`config.mk`:
```
export PLATFORM = sky130hd
export DESIGN_NAME = control_estados
export DESIGN_NICKNAME = d
export VERILOG_FILES = /design/src/rtl/control_estados_pkg.sv /design/src/rtl/control_estados_debounce_boton.sv /design/src/rtl/control_estados.sv
export SDC_FILE = /design/constraint.sdc
export NUM_CORES = 1
export LEC_CHECK = 0
export CELL_PAD_IN_SITES_DETAIL_PLACEMENT = 1
export CELL_PAD_IN_SITES_GLOBAL_PLACEMENT = 1
export CORE_UTILIZATION = 41
export CTS_BUF_LIST = sky130_fd_sc_hd__clkbuf_16
export CTS_CLUSTER_DIAMETER = 50
export DETAILED_ROUTE_END_ITERATION = 6
export GPL_TIMING_DRIVEN = 0
export PLACE_DENSITY = 0.69
export SYNTH_ARGS = -nofsm -noshare
export SYNTH_HDL_FRONTEND = slang
export SYNTH_SLANG_ARGS = --single-unit
```
`constraint.sdc`:
```
create_clock -name clk -period 1.9 [get_ports clk]
set_clock_uncertainty 0.2 [all_clocks]
set_input_delay 0.38 -clock clk [delete_from_list [all_inputs] [get_ports clk]]
set_output_delay 0.38 -clock clk [all_outputs]
set_load 0.02 [all_outputs]
```
`src/rtl/control_estados_pkg.sv`:
```
// ---------------------------------------------------------------------------
// control_estados_pkg
// Shared definitions for the state-control block and the 7-segment display
// stage: the 2-bit state encoding and the default timing parameters.
// ---------------------------------------------------------------------------
package control_estados_pkg;

  // Same encoding is consumed by the display stage on its estado_in input.
  typedef enum logic [1:0] {
    E0 = 2'b00,
    E1 = 2'b01,
    E2 = 2'b10,
    E3 = 2'b11
  } estado_t;

  // 10 ms debounce and 10 s inactivity timeout at 50 MHz.
  localparam int DEBOUNCE_CYCLES_DEF = 500000;
  localparam int TIMEOUT_CYCLES_DEF  = 500000000;

endpackage

```
`src/rtl/control_estados_debounce_boton.sv`:
```
// ---------------------------------------------------------------------------
// debounce_boton
// Conditions one raw push-button: 2-flop synchroniser, debounce counter and
// a one-cycle pulse on each accepted 0->1 transition (releases are silent).
//
// Ports:
//   clk       in   system clock, rising edge
//   reset     in   synchronous, active-high
//   boton_in  in   raw asynchronous button level, active-high
//   pulso_o   out  one-cycle pulse per debounced press
// ---------------------------------------------------------------------------
module debounce_boton
  import control_estados_pkg::*;
#(
  parameter int DEBOUNCE_CYCLES = DEBOUNCE_CYCLES_DEF
) (
  input  logic clk,
  input  logic reset,
  input  logic boton_in,
  output logic pulso_o
);

  localparam int CW = $clog2(DEBOUNCE_CYCLES);

  logic          sync_p0;
  logic          sync_p1;
  logic          nivel_q;
  logic          pulso_q;
  logic [CW-1:0] cnt_q;

  always_ff @(posedge clk) begin
    if (reset) begin
      sync_p0 <= 1'b0;
      sync_p1 <= 1'b0;
      nivel_q <= 1'b0;
      pulso_q <= 1'b0;
      cnt_q   <= '0;
    end else begin
      // Stage p0 -> p1: metastability guard on the raw input.
      sync_p0 <= boton_in;
      sync_p1 <= sync_p0;
      // Debounce stage: nivel_q only follows sync_p1 after it has differed
      // for DEBOUNCE_CYCLES consecutive cycles.
      pulso_q <= 1'b0;
      if (sync_p1 == nivel_q) begin
        cnt_q <= '0;
      end else if (cnt_q == CW'(DEBOUNCE_CYCLES - 1)) begin
        nivel_q <= sync_p1;
        cnt_q   <= '0;
        // Pulse is registered together with the level change so the FSM
        // sees it one edge later, giving DEBOUNCE_CYCLES+3 total latency.
        pulso_q <= sync_p1;
      end else begin
        cnt_q <= cnt_q + 1'b1;
      end
    end
  end

  assign pulso_o = pulso_q;

endmodule

```
`src/rtl/control_estados.sv`:
```
// ---------------------------------------------------------------------------
// control_estados
// Upstream stage of the 7-segment state display. Turns two raw buttons
// (advance / retreat) into a 2-bit wrap-around state code.
//
// Optional feature (macro CONTROL_ESTADOS_AUTO_RETURN_EN): inactivity
// timeout that returns the FSM to E0 after TIMEOUT_CYCLES idle cycles.
// Without the macro no timeout counter exists and timeout_o is always 0.
//
// Ports:
//   clk                  in   system clock, rising edge
//   reset                in   synchronous, active-high
//   boton_avanzar_in     in   raw button: advance one state
//   boton_retroceder_in  in   raw button: go back one state
//   estado_o[1:0]        out  registered state code (display estado_in)
//   cambio_o             out  one-cycle pulse when estado_o takes a new value
//   timeout_o            out  one-cycle pulse on an auto-return to E0
// ---------------------------------------------------------------------------
module control_estados
  import control_estados_pkg::*;
#(
  parameter int DEBOUNCE_CYCLES = DEBOUNCE_CYCLES_DEF,
  parameter int TIMEOUT_CYCLES  = TIMEOUT_CYCLES_DEF
) (
  input  logic       clk,
  input  logic       reset,
  input  logic       boton_avanzar_in,
  input  logic       boton_retroceder_in,
  output logic [1:0] estado_o,
  output logic       cambio_o,
  output logic       timeout_o
);

  logic    pulso_av;
  logic    pulso_re;
  estado_t estado_q;
  estado_t estado_d;
  logic    cambio_q;
  logic    cambio_d;
  logic    timeout_q;
  logic    timeout_d;

  debounce_boton #(
    .DEBOUNCE_CYCLES(DEBOUNCE_CYCLES)
  ) u_avanzar (
    .clk     (clk),
    .reset   (reset),
    .boton_in(boton_avanzar_in),
    .pulso_o (pulso_av)
  );

  debounce_boton #(
    .DEBOUNCE_CYCLES(DEBOUNCE_CYCLES)
  ) u_retroceder (
    .clk     (clk),
    .reset   (reset),
    .boton_in(boton_retroceder_in),
    .pulso_o (pulso_re)
  );

`ifdef CONTROL_ESTADOS_AUTO_RETURN_EN
  localparam int TW = $clog2(TIMEOUT_CYCLES);
  logic [TW-1:0] to_cnt_q;
  logic [TW-1:0] to_cnt_d;
`else
  // Keeps the otherwise unused parameter referenced.
  logic unused_timeout_cfg;
  assign unused_timeout_cfg = (TIMEOUT_CYCLES > 1);
`endif

  always_ff @(posedge clk) begin
    if (reset) begin
      estado_q  <= E0;
      cambio_q  <= 1'b0;
      timeout_q <= 1'b0;
`ifdef CONTROL_ESTADOS_AUTO_RETURN_EN
      to_cnt_q  <= '0;
`endif
    end else begin
      estado_q  <= estado_d;
      cambio_q  <= cambio_d;
      timeout_q <= timeout_d;
`ifdef CONTROL_ESTADOS_AUTO_RETURN_EN
      to_cnt_q  <= to_cnt_d;
`endif
    end
  end

  always_comb begin
    estado_d  = estado_q;
    cambio_d  = 1'b0;
    timeout_d = 1'b0;
    // Simultaneous presses cancel out; state arithmetic wraps modulo 4.
    case ({pulso_av, pulso_re})
      2'b10: begin
        estado_d = estado_t'(estado_q + 2'd1);
        cambio_d = 1'b1;
      end
      2'b01: begin
        estado_d = estado_t'(estado_q - 2'd1);
        cambio_d = 1'b1;
      end
      default: ;
    endcase
`ifdef CONTROL_ESTADOS_AUTO_RETURN_EN
    to_cnt_d = to_cnt_q;
    // Any press takes priority over a coinciding timeout and restarts it.
    if (pulso_av || pulso_re || (estado_q == E0)) begin
      to_cnt_d = '0;
    end else if (to_cnt_q == TW'(TIMEOUT_CYCLES - 1)) begin
      estado_d  = E0;
      cambio_d  = 1'b1;
      timeout_d = 1'b1;
      to_cnt_d  = '0;
    end else begin
      to_cnt_d = to_cnt_q + 1'b1;
    end
`endif
  end

  assign estado_o  = estado_q;
  assign cambio_o  = cambio_q;
  assign timeout_o = timeout_q;

endmodule

```
==> flow_summary_export.csv, run 1 <==
group,metric,value,unit
place,place_hpwl,2970,um
sta,hold_viol,0,
clock_network,cts.clk_slew.worst_paths,70,ps
global_route,first_global_vias,1656,
layout,regArea,996,um2
power,power.leakage,0.823,nW
global_route,grt_max_degree,17,
worst_hold_path,worstHoldPathType,"flop to flop",
place,place_inst,309,
sta,fmax,542,MHz
routing,remaining_drc_errors,0,
floorplan,die_w,74.0,um
layout,final_cell_mix,"nor2_1, dfxtp_1, xnor2_1",
layout,layout.nets,271,
worst_setup_path,crit_path_start_kind,"flop",
worst_setup_path,timing.rr.start,"u_avanzar.cnt_q[12]",
layout,drive_gt1_frac,0.208,
worst_setup_path,required,1930,ps
worst_setup_path,worst-path-max-fanout,4,
layout,diodes,0,
global_route,grt_pass1_wl,7860,um
worst_setup_path,cp.arrival,1880,ps
clock_network,clockBufferDepth,2,
floorplan,start_util,0.438,
logic_synthesis,syn_avg_cell_area,9.00,um2
logic_synthesis,synth-seq-area-share,0.462,
floorplan,dieArea,5470,um2
routing,wl_met1,2420,um
place,portBuffers,6,
job,max-cap-violations,0,
place,place_area,2270,um2
routing,wl_per_cell,14.8,um
floorplan,num_rows,25,
floorplan,die-height,74.0,um
floorplan,coreArea,4850,um2
routing,route.met2.wl,2280,um
outcome,status,"finished, final reports clean",
floorplan,io_pins,8,
place,routabilityCongestion,0.741,
logic_synthesis,ys_ff_latch,49,
global_route,globalRouteTotalUtil,0.191,
worst_setup_path,worstSetupPathType,"flop to flop",
clock_network,cts_hold_buf,0,
layout,multiInputGateArea,1210,um2
layout,utilization,0.551,
worst_setup_path,startpoint,"u_avanzar.cnt_q[12]",
worst_hold_path,hold_depth,1,
clock_network,htree_levels,2,
sta,setup_viol,0,
layout,layout.cells.non_filler,332,
global_route,globalRouteOverflowTotal,0,
clock_network,clk_latency,300,ps
global_route,antenna_found_initial,0,
worst_hold_path,min_from,"u_avanzar.sync_p0",
layout,syn2layout_area_growth,25.8,%
sta,drv_slew,0,
routing,routed.top_layer,"met4",
clock_network,cts_root_buf,"clkbuf_16",
logic_synthesis,syn_area,2120,um2
worst_setup_path,end_kind,"flop",
power,peakVddDrop,0.552,mV
routing,finalWirelength,4900,um
routing,drt_iter0_drc,90,
sta,period_needed,1840,ps
layout,fin_area,2670,um2
worst_setup_path,reg2reg_depth,4,
clock_network,cts_made_buffers,5,
routing,vias,1749,
clock_network,tritoncts,"yes",
logic_synthesis,ys_types,35,
routing,first_pass_iters,4,
power,power.density,738,nW/um2
routing,route.met3.wl,133,um
routing,avgViaCountPerCell,5.27,
clock_network,clock-sinks,49,
logic_synthesis,syn_inst,236,
layout,fillers,575,
sta,fin_crit_sh,0.970,
logic_synthesis,synth_warnings,0,
routing,ant_nets,0,
logic_synthesis,synthesis.nets,243,
layout,final_common_cell,"nor2_1",
[layer usage]
layer  vias up  track usage
li1        879            -
met1       850        0.254
met2        14        0.293
met3         6       0.0569
met4         0       0.0705
met5         -            0
[critical path: stages (launching register included)]
cell and delay, ps:
dfxtp_1 400, nand4_1 150, or4_4 560, or3_1 320, a21oi_1 140
[cells in the mapped netlist, drive strengths merged]
library cell   n  area share
xor2           6       0.025
nor2b          5       0.015
nand4b         1      0.0041
nor4bb         2      0.0094
nand2          8       0.014
conb           1      0.0018
nor4          12       0.035
and4           1      0.0041
clkbuf         1      0.0018
nand3         12       0.034
or3            3      0.0088
dfxtp         49        0.46
buf            3      0.0083
and3           4       0.012
ha             3       0.018
mux2i          1      0.0047
nor3           9       0.021
nand2b         1      0.0029
nand4         13       0.045
a31o           2      0.0083
or2            2      0.0059
inv            9       0.016
o21ai          7       0.018
xnor2         28        0.12
a21oi          5       0.012
nor2          42       0.074
or4            1      0.0035
o221ai         1      0.0041
and2           1      0.0029
nor4b          3       0.012
[stage by stage]
| step | TNS (ps) | power, mW | hold WS, ps | setup slack, ps |
|---|---|---|---|---|
| floorplan | 0 | 1.08 | 214 | 2.32 |
| finish | 0 | 1.97 | 243 | 56.1 |
| global placement | -6200 | 1.09 | 218 | -398 |
| CTS | 0 | 1.98 | 250 | 7.20 |
| detailed placement | -6200 | 1.09 | 230 | -411 |
| global route | -23.5 | 2.03 | 264 | -20.4 |
[registers in the layout, summed over array words and instances (netlist names)]
signal	count
u_avanzar.cnt_q	19
u_retroceder.cnt_q	19
estado_o	2
cambio_o	1
u_avanzar.nivel_q	1
u_avanzar.pulso_o	1
u_avanzar.sync_p0	1
u_avanzar.sync_p1	1
u_retroceder.nivel_q	1
u_retroceder.pulso_o	1
u_retroceder.sync_p0	1
u_retroceder.sync_p1	1
[cells by family (layout without fill, tap and decap cells)]
kind of cell	count (synthesis)	after routing	synth area share
mux	1	1	0.00471
flops	49	49	0.462
other cells	1	1	0.00177
xor+xnor	34	34	0.140
simple gates	120	120	0.305
buf+inv	13	42	0.0259
fa+ha+maj	3	3	0.0177
compound gates	15	15	0.0424
[final cells by class]
type / instances / area share
Clock buffer: 5 / 0.0469
Sequential cell: 49 / 0.373
Inverter: 9 / 0.0127
Timing Repair Buffer: 21 / 0.0656
Tap cell: 67 / 0.0314
Buffer: 4 / 0.00984
Multi-Input combinational cell: 174 / 0.452
Clock inverter: 3 / 0.00843
[power breakdown]
| part | switching (mW) | internal [mW] |
|---|---|---|
| clock | 0.412 | 0.491 |
| combinational | 0.0183 | 0.0161 |
| sequential | 0.00367 | 1.03 |
| total | 0.434 | 1.54 |
[final timing paths]
| check | endpoint | slack [ps] |
|---|---|---|
| setup reg to reg | u_avanzar.cnt_q[18] | 60 |
| hold / removal | u_avanzar.sync_p1 | 240 |
| hold reg to reg | u_avanzar.sync_p1 | 240 |
| setup / recovery | u_avanzar.cnt_q[18] | 60 |
[repair_timing]
action                                  4_1_cts  5_1_grt
pin swaps                                     5        7
endpoints found under the setup margin       31       39
setup buffers                                 8        7
resized for setup                            16       17
hold endpoints to repair                      0        0
cloned                                        0        0
Note: power is estimated with default switching activity, not from simulation.
==> run 2: changes to the inputs <==
--- a/config.mk
+++ b/config.mk
@@ -7,6 +7,7 @@
 export LEC_CHECK = 0
 export CELL_PAD_IN_SITES_DETAIL_PLACEMENT = 1
 export CELL_PAD_IN_SITES_GLOBAL_PLACEMENT = 1
+export CORE_MARGIN = 10
 export CORE_UTILIZATION = 41
 export CTS_BUF_LIST = sky130_fd_sc_hd__clkbuf_16
 export CTS_CLUSTER_DIAMETER = 50
==> flow_summary_export.csv, run 2 (synthesized netlist as in run 1, its figures left out) <==
group,metric,value,unit
outcome,status,"finished, final reports clean",
sta,fmax,534,MHz
place,portBuffers,6,
routing,remaining_drc_errors,0,
worst_hold_path,worstHoldPathType,"flop to flop",
clock_network,clockBufferDepth,2,
power,power.leakage,0.846,nW
worst_setup_path,worst-path-max-fanout,10,
layout,syn2layout_area_growth,26.3,%
global_route,first_global_vias,1796,
floorplan,start_util,0.418,
sta,period_needed,1870,ps
worst_setup_path,crit_path_start_kind,"flop",
layout,final_cell_mix,"nor2_1, dfxtp_1, xnor2_1",
global_route,grt-busiest-layer,"met2",
clock_network,cts_root_buf,"clkbuf_16",
sta,drv_slew,0,
clock_network,htree_levels,2,
routing,drt_iter0_drc,43,
worst_setup_path,reg2reg_depth,6,
sta,finalSetupTns,0,ps
floorplan,die-height,92.0,um
routing,finalWirelength,5120,um
sta,fin_ws,28.3,ps
place,routabilityCongestion,0.709,
global_route,use_met2,0.218,
worst_setup_path,worstSetupPathType,"flop to flop",
layout,final_common_cell,"nor2_1",
routing,vias,1779,
clock_network,cts.clk_slew.worst_paths,60,ps
global_route,grt_pass1_wl,8190,um
clock_network,cts_made_buffers,5,
layout,utilization,0.528,
layout,layout.cells.non_filler,336,
sta,setup_viol,0,
worst_hold_path,min_from,"u_retroceder.sync_p0",
worst_hold_path,hold_depth,1,
clock_network,clock-sinks,49,
place,place_inst,312,
global_route,globalRouteOverflowTotal,0,
global_route,grt_use_met3,0.0302,
clock_network,cts_hold_buf,0,
clock_network,tritoncts,"yes",
routing,wl_per_cell,15.3,um
floorplan,io_pins,8,
sta,fin_crit_sh,0.985,
clock_network,clk_latency,280,ps
floorplan,num_rows,26,
place,post-place-ws,-480,ps
global_route,globalRouteTotalUtil,0.116,
global_route,grt_max_degree,14,
worst_setup_path,end_kind,"flop",
layout,fillers,612,
layout,diodes,0,
routing,avgViaCountPerCell,5.29,
worst_setup_path,cp.arrival,1840,ps
power,power.density,700,nW/um2
worst_setup_path,timing.rr.start,"u_retroceder.cnt_q[6]",
worst_setup_path,required,1870,ps
layout,drive_gt1_frac,0.214,
routing,ant_nets,0,
floorplan,dieArea,8460,um2
global_route,grt_use_met1,0.124,
sta,hold_viol,0,
floorplan,die_w,92.0,um
place,place_hpwl,3270,um
power,peakVddDrop,0.456,mV
layout,layout.nets,274,
job,max-cap-violations,0,
worst_setup_path,startpoint,"u_retroceder.cnt_q[6]",
routing,first_pass_iters,4,
floorplan,coreArea,5070,um2
global_route,antenna_found_initial,0,
## run 2: through the flow
step | power, mW | area [um2] | hold slack [ps]
global route | 1.97 | 2680 | 258
CTS | 1.92 | 2530 | 242
detailed placement | 1.09 | 2270 | 227
finish | 1.88 | 2680 | 237
floorplan | 1.08 | 2130 | 214
global placement | 1.09 | 2270 | 218
## run 2: path summary, 6_finish.rpt
kind	to	slack, ps
setup reg to reg	u_retroceder.cnt_q[8]	30
setup / recovery	u_retroceder.cnt_q[8]	30
hold reg to reg	u_retroceder.sync_p1	240
hold / removal	u_retroceder.sync_p1	240
## run 2: worst max-delay path, stage by stage, from the launching register on
cell     delay (ps)
dfxtp_1         380
nor4b_2         360
nand4_1         220
buf_4           200
o21ai_4         150
buf_4           190
nor2_1           60
## run 2: cell type report
class / count / area, um2 / share of cell area
buffer: 4 / 26.3 / 0.00980
clock buffer: 5 / 125 / 0.0467
clock inverter: 1 / 5.00 / 0.00187
inverter: 9 / 33.8 / 0.0126
multi-input combinational: 174 / 1210 / 0.450
sequential: 49 / 997 / 0.372
tap: 70 / 87.6 / 0.0327
timing repair buffer: 24 / 200 / 0.0747
## run 2: routing by layer
metal | routed length, um | vias up
li1 | - | 875
met1 | 2070 | 891
met2 | 2910 | 9
met3 | 91 | 4
met4 | 46 | 0
met5 | 0 | -
## run 2: timing repair
| item | 4_1_cts | 5_1_grt |
|---|---|---|
| buffers inserted | 7 | 11 |
| pin swaps | 7 | 8 |
| endpoints found under the setup margin | 36 | 38 |
| resized for setup | 18 | 16 |
## run 2: power breakdown
group,leakage [nW],switching [mW],total [mW],internal (mW)
Sequential,0.401,0.00333,1.03,1.03
Clock,0.0655,0.340,0.810,0.470
Combinational,0.380,0.0177,0.0343,0.0166
